===== config.mk =====
export PLATFORM = sky130hd
export DESIGN_NAME = cpu_peripheral_bridge_flat
export DESIGN_NICKNAME = d
export VERILOG_FILES = /design/src/rtl/cpu_peripheral_bridge_pkg.sv /design/src/rtl/cpu_peripheral_bridge_if.sv /design/src/rtl/cpu_peripheral_bridge_timeout_counter.sv /design/src/rtl/cpu_peripheral_bridge.sv /design/src/flat_wrapper.sv
export SDC_FILE = /design/constraint.sdc
export NUM_CORES = 1
export LEC_CHECK = 0
export ABC_AREA = 1
export BUFFER_PORTS_ARGS = -buffer_cell sky130_fd_sc_hd__buf_2
export CAP_MARGIN = 40
export CORE_MARGIN = 8
export CORE_UTILIZATION = 39
export CTS_CLUSTER_SIZE = 16
export DETAILED_ROUTE_END_ITERATION = 16
export GPL_TIMING_DRIVEN = 0
export MAX_ROUTING_LAYER = met4
export PLACE_DENSITY = 0.71
export SLEW_MARGIN = 20
export SYNTH_ARGS = -nofsm -noshare
export SYNTH_HDL_FRONTEND = slang
export SYNTH_SLANG_ARGS = --single-unit

===== constraint.sdc =====
create_clock -name clk_2x -period 9.64 [get_ports clk_2x]
set_input_delay 0.964 -clock clk_2x [delete_from_list [all_inputs] [get_ports clk_2x]]
set_output_delay 0.964 -clock clk_2x [all_outputs]
set_load 0.02 [all_outputs]

===== src/rtl/cpu_peripheral_bridge_pkg.sv =====
// Shared types for the CPU-to-peripheral bridge:
// FSM encoding, default error data, counter sizing.
package cpu_bridge_pkg;

  typedef enum logic [1:0] {
    ST_IDLE    = 2'd0,
    ST_WAIT    = 2'd1,
    ST_DRAIN   = 2'd2,
    ST_RESPOND = 2'd3
  } bridge_state_t;

  localparam logic [31:0] ERROR_DATA_DEFAULT = 32'hDEAD_BEEF;

  function automatic int ctr_width(input int cycles);
    return (cycles < 2) ? 1 : $clog2(cycles + 1);
  endfunction

endpackage


===== src/rtl/cpu_peripheral_bridge_if.sv =====
// Request/response bus shared by the CPU side
// and the peripheral side of the bridge.
interface cpu_peripheral_bridge_if #(
  parameter int ADDR_WIDTH = 32,
  parameter int DATA_WIDTH = 32
);
  logic                    mem_valid;
  logic [ADDR_WIDTH-1:0]   address;
  logic [DATA_WIDTH/8-1:0] wstrb;
  logic [DATA_WIDTH-1:0]   write_data;
  logic                    mem_ready;
  logic [DATA_WIDTH-1:0]   read_data;

  modport master (
    output mem_valid, address, wstrb, write_data,
    input  mem_ready, read_data
  );

  modport slave (
    input  mem_valid, address, wstrb, write_data,
    output mem_ready, read_data
  );
endinterface


===== src/rtl/cpu_peripheral_bridge_timeout_counter.sv =====
// Saturating WAIT-cycle counter; expired marks the
// edge on which the count reaches TIMEOUT_CYCLES.
module bridge_timeout_counter
  import cpu_bridge_pkg::*;
#(
  parameter int TIMEOUT_CYCLES = 255
) (
  input  logic clk_2x,
  input  logic reset,
  input  logic clear,
  input  logic enable,
  output logic expired
);

  localparam int CW = ctr_width(TIMEOUT_CYCLES);

  if (TIMEOUT_CYCLES == 0) begin : g_off
    logic unused_in;
    assign unused_in = &{1'b0, clk_2x, reset, clear, enable};
    assign expired   = 1'b0;
  end else begin : g_on
    localparam logic [CW-1:0] LAST = CW'(TIMEOUT_CYCLES - 1);
    localparam logic [CW-1:0] TOP  = CW'(TIMEOUT_CYCLES);

    logic [CW-1:0] cnt_q;

    always_ff @(posedge clk_2x or posedge reset) begin
      if (reset) begin
        cnt_q <= '0;
      end else if (clear) begin
        cnt_q <= '0;
      end else if (enable && cnt_q != TOP) begin
        cnt_q <= cnt_q + CW'(1);
      end
    end

    assign expired = enable && (cnt_q == LAST);
  end

endmodule


===== src/rtl/cpu_peripheral_bridge.sv =====
// CPU-to-peripheral bridge: registered request, one ready
// pulse per transaction, abort, timeout with sticky error.
module cpu_peripheral_bridge
  import cpu_bridge_pkg::*;
#(
  parameter int          ADDR_WIDTH     = 32,
  parameter int          DATA_WIDTH     = 32,
  parameter int          RSP_STAGES     = 1,
  parameter int          TIMEOUT_CYCLES = 255,
  parameter logic [31:0] ERROR_DATA     = ERROR_DATA_DEFAULT
) (
  input  logic                    clk_2x,
  input  logic                    reset,
  cpu_peripheral_bridge_if.slave  cpu,
  cpu_peripheral_bridge_if.master periph,
  output logic                    bus_error,
  input  logic                    error_clear
);

  localparam int SW = DATA_WIDTH / 8;
  localparam logic [DATA_WIDTH-1:0] ERR_D = DATA_WIDTH'(ERROR_DATA);

  if (RSP_STAGES < 1 || RSP_STAGES > 2 || (DATA_WIDTH % 8) != 0) begin : g_bad_cfg
    $fatal(1, "cpu_peripheral_bridge: RSP_STAGES must be 1..2, DATA_WIDTH a multiple of 8");
  end

  bridge_state_t         state_q;
  bridge_state_t         state_d;
  logic [ADDR_WIDTH-1:0] addr_q;
  logic [SW-1:0]         strb_q;
  logic [DATA_WIDTH-1:0] wdata_q;
  logic [DATA_WIDTH-1:0] rsp_q;
  logic [DATA_WIDTH-1:0] rdata_q;
  logic                  tmo_exp;
  logic                  in_wait;
  logic                  take_rsp;
  logic                  take_tmo;
  logic                  cpu_ready;
  logic                  periph_valid;

  assign in_wait  = (state_q == ST_WAIT);
  assign take_rsp = in_wait && cpu.mem_valid && periph.mem_ready;
  assign take_tmo = in_wait && cpu.mem_valid && !periph.mem_ready && tmo_exp;

  bridge_timeout_counter #(
    .TIMEOUT_CYCLES(TIMEOUT_CYCLES)
  ) u_tmo (
    .clk_2x (clk_2x),
    .reset  (reset),
    .clear  (!in_wait),
    .enable (in_wait),
    .expired(tmo_exp)
  );

  always_ff @(posedge clk_2x or posedge reset) begin
    if (reset) begin
      state_q <= ST_IDLE;
    end else begin
      state_q <= state_d;
    end
  end

  always_comb begin
    state_d = state_q;
    unique case (state_q)
      ST_IDLE: begin
        if (cpu.mem_valid) state_d = ST_WAIT;
      end
      ST_WAIT: begin
        if (!cpu.mem_valid) begin
          state_d = ST_IDLE;
        end else if (periph.mem_ready) begin
          state_d = (RSP_STAGES == 2) ? ST_DRAIN : ST_RESPOND;
        end else if (tmo_exp) begin
          state_d = ST_RESPOND;
        end
      end
      ST_DRAIN: begin
        state_d = cpu.mem_valid ? ST_RESPOND : ST_IDLE;
      end
      ST_RESPOND: begin
        state_d = ST_IDLE;
      end
      default: state_d = ST_IDLE;
    endcase
  end

  always_comb begin
    cpu_ready    = 1'b0;
    periph_valid = 1'b0;
    unique case (1'b1)
      (state_q == ST_WAIT):    periph_valid = 1'b1;
      (state_q == ST_RESPOND): cpu_ready    = 1'b1;
      default: ;
    endcase
  end

  // rdata_q only moves when a response is committed, so an
  // abort in DRAIN leaves the CPU-visible data untouched.
  always_ff @(posedge clk_2x or posedge reset) begin
    if (reset) begin
      addr_q    <= '0;
      strb_q    <= '0;
      wdata_q   <= '0;
      rsp_q     <= '0;
      rdata_q   <= '0;
      bus_error <= 1'b0;
    end else begin
      if (state_q == ST_IDLE && cpu.mem_valid) begin
        addr_q  <= cpu.address;
        strb_q  <= cpu.wstrb;
        wdata_q <= cpu.write_data;
      end
      if (take_rsp) begin
        rsp_q <= periph.read_data;
        if (RSP_STAGES == 1) rdata_q <= periph.read_data;
      end
      if (take_tmo) rdata_q <= ERR_D;
      if (state_q == ST_DRAIN && cpu.mem_valid) rdata_q <= rsp_q;
      if (take_tmo) begin
        bus_error <= 1'b1;
      end else if (error_clear) begin
        bus_error <= 1'b0;
      end
    end
  end

  assign cpu.mem_ready     = cpu_ready;
  assign cpu.read_data     = rdata_q;
  assign periph.mem_valid  = periph_valid;
  assign periph.address    = addr_q;
  assign periph.wstrb      = strb_q;
  assign periph.write_data = wdata_q;

endmodule

===== src/flat_wrapper.sv =====
// flat-port wrapper written by rule: the top's interface ports become plain ports
module cpu_peripheral_bridge_flat import cpu_bridge_pkg::*;
#(
  parameter int          ADDR_WIDTH     = 32,
  parameter int          DATA_WIDTH     = 32,
  parameter int          RSP_STAGES     = 1,
  parameter int          TIMEOUT_CYCLES = 255,
  parameter logic [31:0] ERROR_DATA     = ERROR_DATA_DEFAULT
)
  (clk_2x, reset, bus_error, error_clear, cpu_mem_valid, cpu_address, cpu_wstrb, cpu_write_data, cpu_mem_ready, cpu_read_data, periph_mem_valid, periph_address, periph_wstrb, periph_write_data, periph_mem_ready, periph_read_data);
  cpu_peripheral_bridge_if #(.ADDR_WIDTH(ADDR_WIDTH), .DATA_WIDTH(DATA_WIDTH)) cpu_i ();
  cpu_peripheral_bridge_if #(.ADDR_WIDTH(ADDR_WIDTH), .DATA_WIDTH(DATA_WIDTH)) periph_i ();
  input  logic clk_2x;
  input  logic reset;
  output logic bus_error;
  input  logic error_clear;
  input wire logic [$bits(cpu_i.mem_valid)-1:0] cpu_mem_valid;
  input wire logic [$bits(cpu_i.address)-1:0] cpu_address;
  input wire logic [$bits(cpu_i.wstrb)-1:0] cpu_wstrb;
  input wire logic [$bits(cpu_i.write_data)-1:0] cpu_write_data;
  output wire logic [$bits(cpu_i.mem_ready)-1:0] cpu_mem_ready;
  output wire logic [$bits(cpu_i.read_data)-1:0] cpu_read_data;
  output wire logic [$bits(periph_i.mem_valid)-1:0] periph_mem_valid;
  output wire logic [$bits(periph_i.address)-1:0] periph_address;
  output wire logic [$bits(periph_i.wstrb)-1:0] periph_wstrb;
  output wire logic [$bits(periph_i.write_data)-1:0] periph_write_data;
  input wire logic [$bits(periph_i.mem_ready)-1:0] periph_mem_ready;
  input wire logic [$bits(periph_i.read_data)-1:0] periph_read_data;
  assign cpu_i.mem_valid = cpu_mem_valid;
  assign cpu_i.address = cpu_address;
  assign cpu_i.wstrb = cpu_wstrb;
  assign cpu_i.write_data = cpu_write_data;
  assign cpu_mem_ready = cpu_i.mem_ready;
  assign cpu_read_data = cpu_i.read_data;
  assign periph_mem_valid = periph_i.mem_valid;
  assign periph_address = periph_i.address;
  assign periph_wstrb = periph_i.wstrb;
  assign periph_write_data = periph_i.write_data;
  assign periph_i.mem_ready = periph_mem_ready;
  assign periph_i.read_data = periph_read_data;
  cpu_peripheral_bridge #(.ADDR_WIDTH(ADDR_WIDTH), .DATA_WIDTH(DATA_WIDTH), .RSP_STAGES(RSP_STAGES), .TIMEOUT_CYCLES(TIMEOUT_CYCLES), .ERROR_DATA(ERROR_DATA)) u_core (.clk_2x(clk_2x), .reset(reset), .cpu(cpu_i), .periph(periph_i), .bus_error(bus_error), .error_clear(error_clear));
endmodule

Word-level counts from Yosys, hierarchy flattened
Index checks and enable logic that the tools add are counted.
{"block": "classes", "mul": 0, "order_cmp": 0, "n_shift": 0, "n_mux": 15, "bitwise": 0, "n_addsub": 1, "reduce_logical": 13, "n_eq_ne": 8, "div_mod_pow": 0}
{"cell": "$mux 32", "count": 3}
{"cell": "$mux 8", "count": 2}
{"cell": "$mux 2", "count": 5}
{"cell": "$add 8x1->8 const B", "count": 1}
{"cell": "$eq 8x8->1 const B", "count": 1}
{"cell": "$logic_and 1x1->1", "count": 8}
{"cell": "$ne 8x8->1 const B", "count": 1}
{"cell": "$pmux 2 s4", "count": 1}
{"cell": "$eq 2x2->1 const B", "count": 2}
{"cell": "$mux 1", "count": 4}
{"cell": "$ne 2x2->1 const B", "count": 2}
{"cell": "$ne 4x3->1 const B", "count": 1}
{"cell": "$reduce_bool 3->1", "count": 1}
{"cell": "$eq 2x1->1 const B", "count": 1}
{"cell": "$logic_not 2->1", "count": 1}
{"cell": "$reduce_and 2->1", "count": 1}
{"cell": "$reduce_bool 2->1", "count": 1}
{"cell": "$logic_not 1->1", "count": 1}
{"block": "totals", "memories": 0, "latch_bits": 0, "reg_bits": 143, "wordCells": 45, "input_bits": 105, "ramBits": 0, "output_inout_bits": 103, "mem_bits_ro": 0}

Longest topological paths before layout
{"block": "depth", "ltp_word": 6, "mapped_depth": 11, "depth_no_buf": 9}

By module
Synthesis repeated with hierarchy kept, for this count alone.
{"block": "unflattened", "hier_cells": 627, "hier_area_um2": 6263.5}
{"module": "cpu_peripheral_bridge", "seq_area_each_um2": 3378.2, "n_inst": 1, "area_each_um2": 5731.7, "cells_per_inst": 550}
{"module": "bridge_timeout_counter", "seq_area_each_um2": 200.2, "n_inst": 1, "area_each_um2": 531.8, "cells_per_inst": 77}

Worst setup path before layout
No wires, ideal clock.
{"block": "synth_path", "path_type": "input to register", "from": "input cpu_mem_valid", "to": "register u_core.wdata_q[0] (netlist: u_core.periph.write_data[0])", "path_slack_ns": 7.756, "arrival_ns": 1.759, "required_time_ns": 9.515, "path_buffers": 2, "setup_ns": 0.125, "stages": 4, "path_cell_list": "nand2_1 -> buf_2 -> buf_6 -> mux2_2"}
{"block": "synth_between", "elab_chain_cells": 1}
{"element": "start: declaration", "line_no": "flat_wrapper.sv:17", "rtl": "input wire logic [$bits(cpu_i.mem_valid)-1:0] cpu_mem_valid;"}
{"element": "$logic_and 1x1->1", "line_no": "cpu_peripheral_bridge.sv:109", "rtl": "if (state_q == ST_IDLE && cpu.mem_valid) begin"}
{"element": "end signal: assignment", "line_no": "cpu_peripheral_bridge.sv:112", "rtl": "wdata_q <= cpu.write_data;"}
{"element": "end: declaration", "line_no": "cpu_peripheral_bridge.sv:31", "rtl": "logic [DATA_WIDTH-1:0] wdata_q;"}
No other way between the ends.
A chain may end at the register's enable or synchronous reset.

Final worst setup path
{"block": "layout_path", "from": "register u_core.state_q[1]", "to": "output periph_mem_valid"}
{"block": "layout_between", "elab_chain_cells": 2}
{"element": "start: declaration", "line_no": "cpu_peripheral_bridge.sv:27", "rtl": "bridge_state_t state_q;"}
{"element": "start signal: assignment", "line_no": "cpu_peripheral_bridge.sv:59", "rtl": "state_q <= state_d;"}
{"element": "$eq 2x1->1", "line_no": "cpu_peripheral_bridge.sv:92", "rtl": "(state_q == ST_WAIT): periph_valid = 1'b1;"}
{"element": "$mux 1", "line_no": "cpu_peripheral_bridge.sv:91", "rtl": "unique case (1'b1)"}
{"element": "end: declaration", "line_no": "flat_wrapper.sv:23", "rtl": "output wire logic [$bits(periph_i.mem_valid)-1:0] periph_mem_valid;"}
No other way between the ends.

==> Implementation_results.wiki <==
{| class="wikitable"
! Metric !! Value
|-
| Run status || finished clean
|-
| Number of DRC violations after detailed-routing iteration 0 || 349
|-
| Upper clock frequency limit || 450 MHz
|-
| Number of distinct library cells after synthesis || 26
|-
| Cell chosen for the clock root || sky130_fd_sc_hd__clkbuf_16
|-
| Maximum VDD drop || 0.222 mV
|-
| Endpoint of the lowest-slack register-to-register path || u_core.cpu.read_data[14]
|-
| Number of cell instances on the worst register-to-register path || 11
|-
| Placement-stage worst setup slack || 7.27 ns
|-
| Clock buffers created by TritonCTS || 17
|-
| Number of global-route vias before repair || 5195
|-
| Horiz. Die Dim || 141 um
|-
| Final worst setup slack || 7.42 ns
|-
| Internal power || 1.77 mW
|-
| Resize count post-CTS || 0
|-
| Die Area || 19700 um2
|-
| Vertical extent of the die || 141 um
|-
| Number of standard cells after synthesis || 570
|-
| Util after Layout || 52.5%
|-
| Io pins || 208
|-
| NetSw || 1.04 mW
|-
| Met1 routed wirelength after detailed routing || 6920 um
|-
| Post-detailed-route DRC marker count || 0
|-
| Endpoint of the worst hold-timing path || u_core.rsp_q[23]
|-
| Number of pins with negative max-slew slack in the final report || 0
|-
| DR top layer || met4
|-
| Setup crit start kind || flop
|-
| Total design power || 2.82 mW
|-
| Detailed Place HPWL || 12200 um
|-
| Vias per inst || 4.90
|-
| Fill count || 1394
|-
| Sequential fraction of design power || 37.1%
|-
| Number of post-CTS setup repair buffers || 0
|-
| Top post-synthesis cells by area || sky130_fd_sc_hd__dfrtp_1 59%, sky130_fd_sc_hd__mux2_2 12%, sky130_fd_sc_hd__nand2_1 9.4%
|-
| Period utilization || 23.1%
|-
| Number of logic stages on the critical path including buffering || 3
|-
| Category of the critical setup timing path || reg2out
|-
| Number of buffer and inverter stages on the critical path || 2
|-
| #FFs+latches synth || 143
|-
| Fraction of power spent switching nets || 37.0%
|-
| Area growth from synthesis to layout || 31.8%
|-
| Post-DRT Antenna Nets || 0
|-
| Combinational group share of total power || 38.5%
|-
| Final hold violation count || 0
|-
| Post-Synthesis Cell Area || 6050 um2
|-
| Slew of the pin with the lowest slew margin || 0.518 ns
|-
| Critical Path Max Stage Delay || 0.41 ns
|-
| Crit path max-delay family || flip-flops
|-
| Setup violations, final || 0
|-
| Routed WL per cell || 16.3 um
|-
| Worst hold start || u_core.rsp_q[23]
|-
| Setup repair after global routing missed its margin || no
|-
| TritonCTS sink count || 143
|-
| Final setup skew || 0.00772 ns
|-
| Sequential fraction of the synthesis area || 59.2%
|-
| DR WL met3 || 1240 um
|-
| Mean cell area of the mapped netlist || 10.6 um2
|-
| Antenna violations before repair || 1
|-
| Met2 routed wirelength || 7880 um
|-
| Biggest fanout along the worst timing path || 4
|-
| Post-synth top area cell || sky130_fd_sc_hd__dfrtp_1
|-
| Data required time of the worst path || 8.68 ns
|-
| Number of max-capacitance violations reported || 0
|-
| Via count || 4883
|-
| Maximum buffer depth of the clock tree || 2
|-
| First-pass DRT Iterations || 4
|-
| Most frequent cell after synthesis || sky130_fd_sc_hd__nand2_1
|-
| Gp weighted congestion || 0.829
|-
| Slew Limit Headroom || 65.5%
|-
| Internal reg-to-reg setup slack || 7.70 ns
|-
| Detailed Route WL || 16300 um
|-
| Most frequent cells after synthesis || 151 x sky130_fd_sc_hd__nand2_1, 143 x sky130_fd_sc_hd__dfrtp_1, 65 x sky130_fd_sc_hd__mux2_2
|-
| Worst hold-check path type || reg2reg
|-
| CP Capture Type || primary output
|-
| TritonCTS clock tree || done
|-
| Floorplan row count || 45
|-
| Pin count of the biggest net entering global routing || 79
|-
| Overall fraction of global-route tracks in use || 17.1%
|-
| Total Nets Final || 908
|-
| Post-layout minimum cycle time || 2.22 ns
|-
| Sum Neg Setup Slack || 0 ns
|-
| Net Count, Synth || 681
|-
| CP max stage cell || sky130_fd_sc_hd__dfrtp_1
|-
| Post-synthesis async set-or-reset flop share || 100%
|-
| Power density relative to cell area || 353 nW/um2
|-
| Clock latency on the worst-skew pair || 0.41 ns
|-
| Hold Path Cell Cnt || 2
|-
| CP Data Arrival Time || 1.26 ns
|-
| Fraction of final layout cells with drive strength greater than 1 || 40.8%
|-
| Most used DFF post-synth || sky130_fd_sc_hd__dfrtp_1
|-
| Reg-to-reg startpoint || u_core.state_q[1]
|-
| Proportion of netlist area held by the largest area contributor || 59.2%
|-
| Clock slew at reported path FFs || 0.05 ns
|-
| Yosys synthesis warning count || 0
|-
| Core Box Area || 15200 um2
|-
| Clock power share || 24.4%
|-
| Number of flops mapped to enable cells by yosys || 0
|-
| Overflow left after global routing || 0
|-
| Global-route wire length before repair || 26100 um
|-
| Number of port buffers || 207
|-
| Total number of H-tree levels || 4
|-
| Worst-path cell chain || inv_1 -> ha_1 -> buf_2
|-
| Leakage power summed over all cells || 4.28 nW
|-
| Initial core utilization || 39.8%
|-
| Post-CTS Hold Buffers || 0
|}
cells in the final DEF, fill, tap and decap left out, drive strengths merged:
master    netlist  layout
nor3            1       1
nand2         151     151
a21oi           1       1
o211ai          1       1
buf            25     233
a31oi           1       1
o21a            9       9
dfrtp         143     143
bufinv          0       4
clkinvlp        0       1
diode           0       1
nand3          40      40
mux2           68      68
o211a           1       1
nand4          34      34
o21ai          32      32
o21bai          1       1
nor2            8       8
clkbuf          9      29
clkinv          0       4
ha              6       6
inv            39      40
sequential cells by signal, indices dropped and copies added, names as in the netlist:
name	cells
u_core.periph.wstrb	4
u_core.u_tmo.g_on.cnt_q	8
u_core.rsp_q	32
u_core.cpu.read_data	32
u_core.periph.write_data	32
u_core.state_q	2
u_core.periph.address	32
u_core.bus_error	1
cell families (layout without fill, tap and decap cells):
kind of cell,count (synthesis),in the layout,share of synthesized area (%)
compound gates,46,46,4.36
fa+ha+maj,6,6,1.24
simple gates,234,234,17.0
other cells,0,1,0
buf+inv,73,311,5.59
mux,68,68,12.7
flops,143,143,59.2
worst register-to-register path, cell delays in order (launching register included):
cell and delay, ns:
sky130_fd_sc_hd__dfrtp_1 0.41, sky130_fd_sc_hd__inv_1 0.10, sky130_fd_sc_hd__ha_1 0.18, sky130_fd_sc_hd__buf_2 0.21, sky130_fd_sc_hd__nand3_1 0.22, sky130_fd_sc_hd__inv_2 0.12, sky130_fd_sc_hd__buf_2 0.23, sky130_fd_sc_hd__nand2_1 0.11
sky130_fd_sc_hd__nand3_1 0.11, sky130_fd_sc_hd__nand2_1 0.06, sky130_fd_sc_hd__nand2_1 0.06, sky130_fd_sc_hd__inv_1 0.04
worst max-delay path by stage:
stage                 startpoint                     endpoint  slack (ns)
3_5_place_dp       cpu_mem_valid  u_core.periph.write_data[0]        7.27
4_1_cts        u_core.state_q[1]             periph_mem_valid        7.37
3_3_place_gp               reset     u_core.periph.address[0]        3.12
2_1_floorplan              reset             u_core.bus_error        4.84
5_1_grt        u_core.state_q[1]             periph_mem_valid        7.32
6_report       u_core.state_q[1]             periph_mem_valid        7.42
power groups by stage:
stage,Clock [mW],Combinational [mW],Sequential [mW]
2_1_floorplan,0,0.456,1.30
3_3_place_gp,0,1.08,1.04
3_5_place_dp,0,1.10,1.05
4_1_cts,0.705,1.10,1.04
5_1_grt,0.722,1.18,1.08
6_report,0.687,1.08,1.05
routing by layer:
metal  vias up  track usage, %
met5         -               -
met3        14            5.67
met4         0            6.00
met1      2335            19.6
li1       2358               -
met2       176            27.8
layout make-up:
class	count	area (um2)	area share, %
well taps	188	235	2.95
flip-flops and latches	143	3580	44.9
multi-input cells	354	2130	26.7
diodes	1	2.50	0.0314
clock buffers	20	457	5.73
clock inverters	10	160	2.01
repair buffers	208	1060	13.3
inverters	39	154	1.93
plain buffers	34	191	2.40
through the flow:
step,hold WS [ns],area (um2),cells
2_1_floorplan,0.444,6050,570
3_3_place_gp,0.456,7320,965
3_5_place_dp,0.462,7350,966
4_1_cts,0.478,7970,996
5_1_grt,0.495,7970,997
6_report,0.476,7970,997
Power figures use the tool's default switching activity.
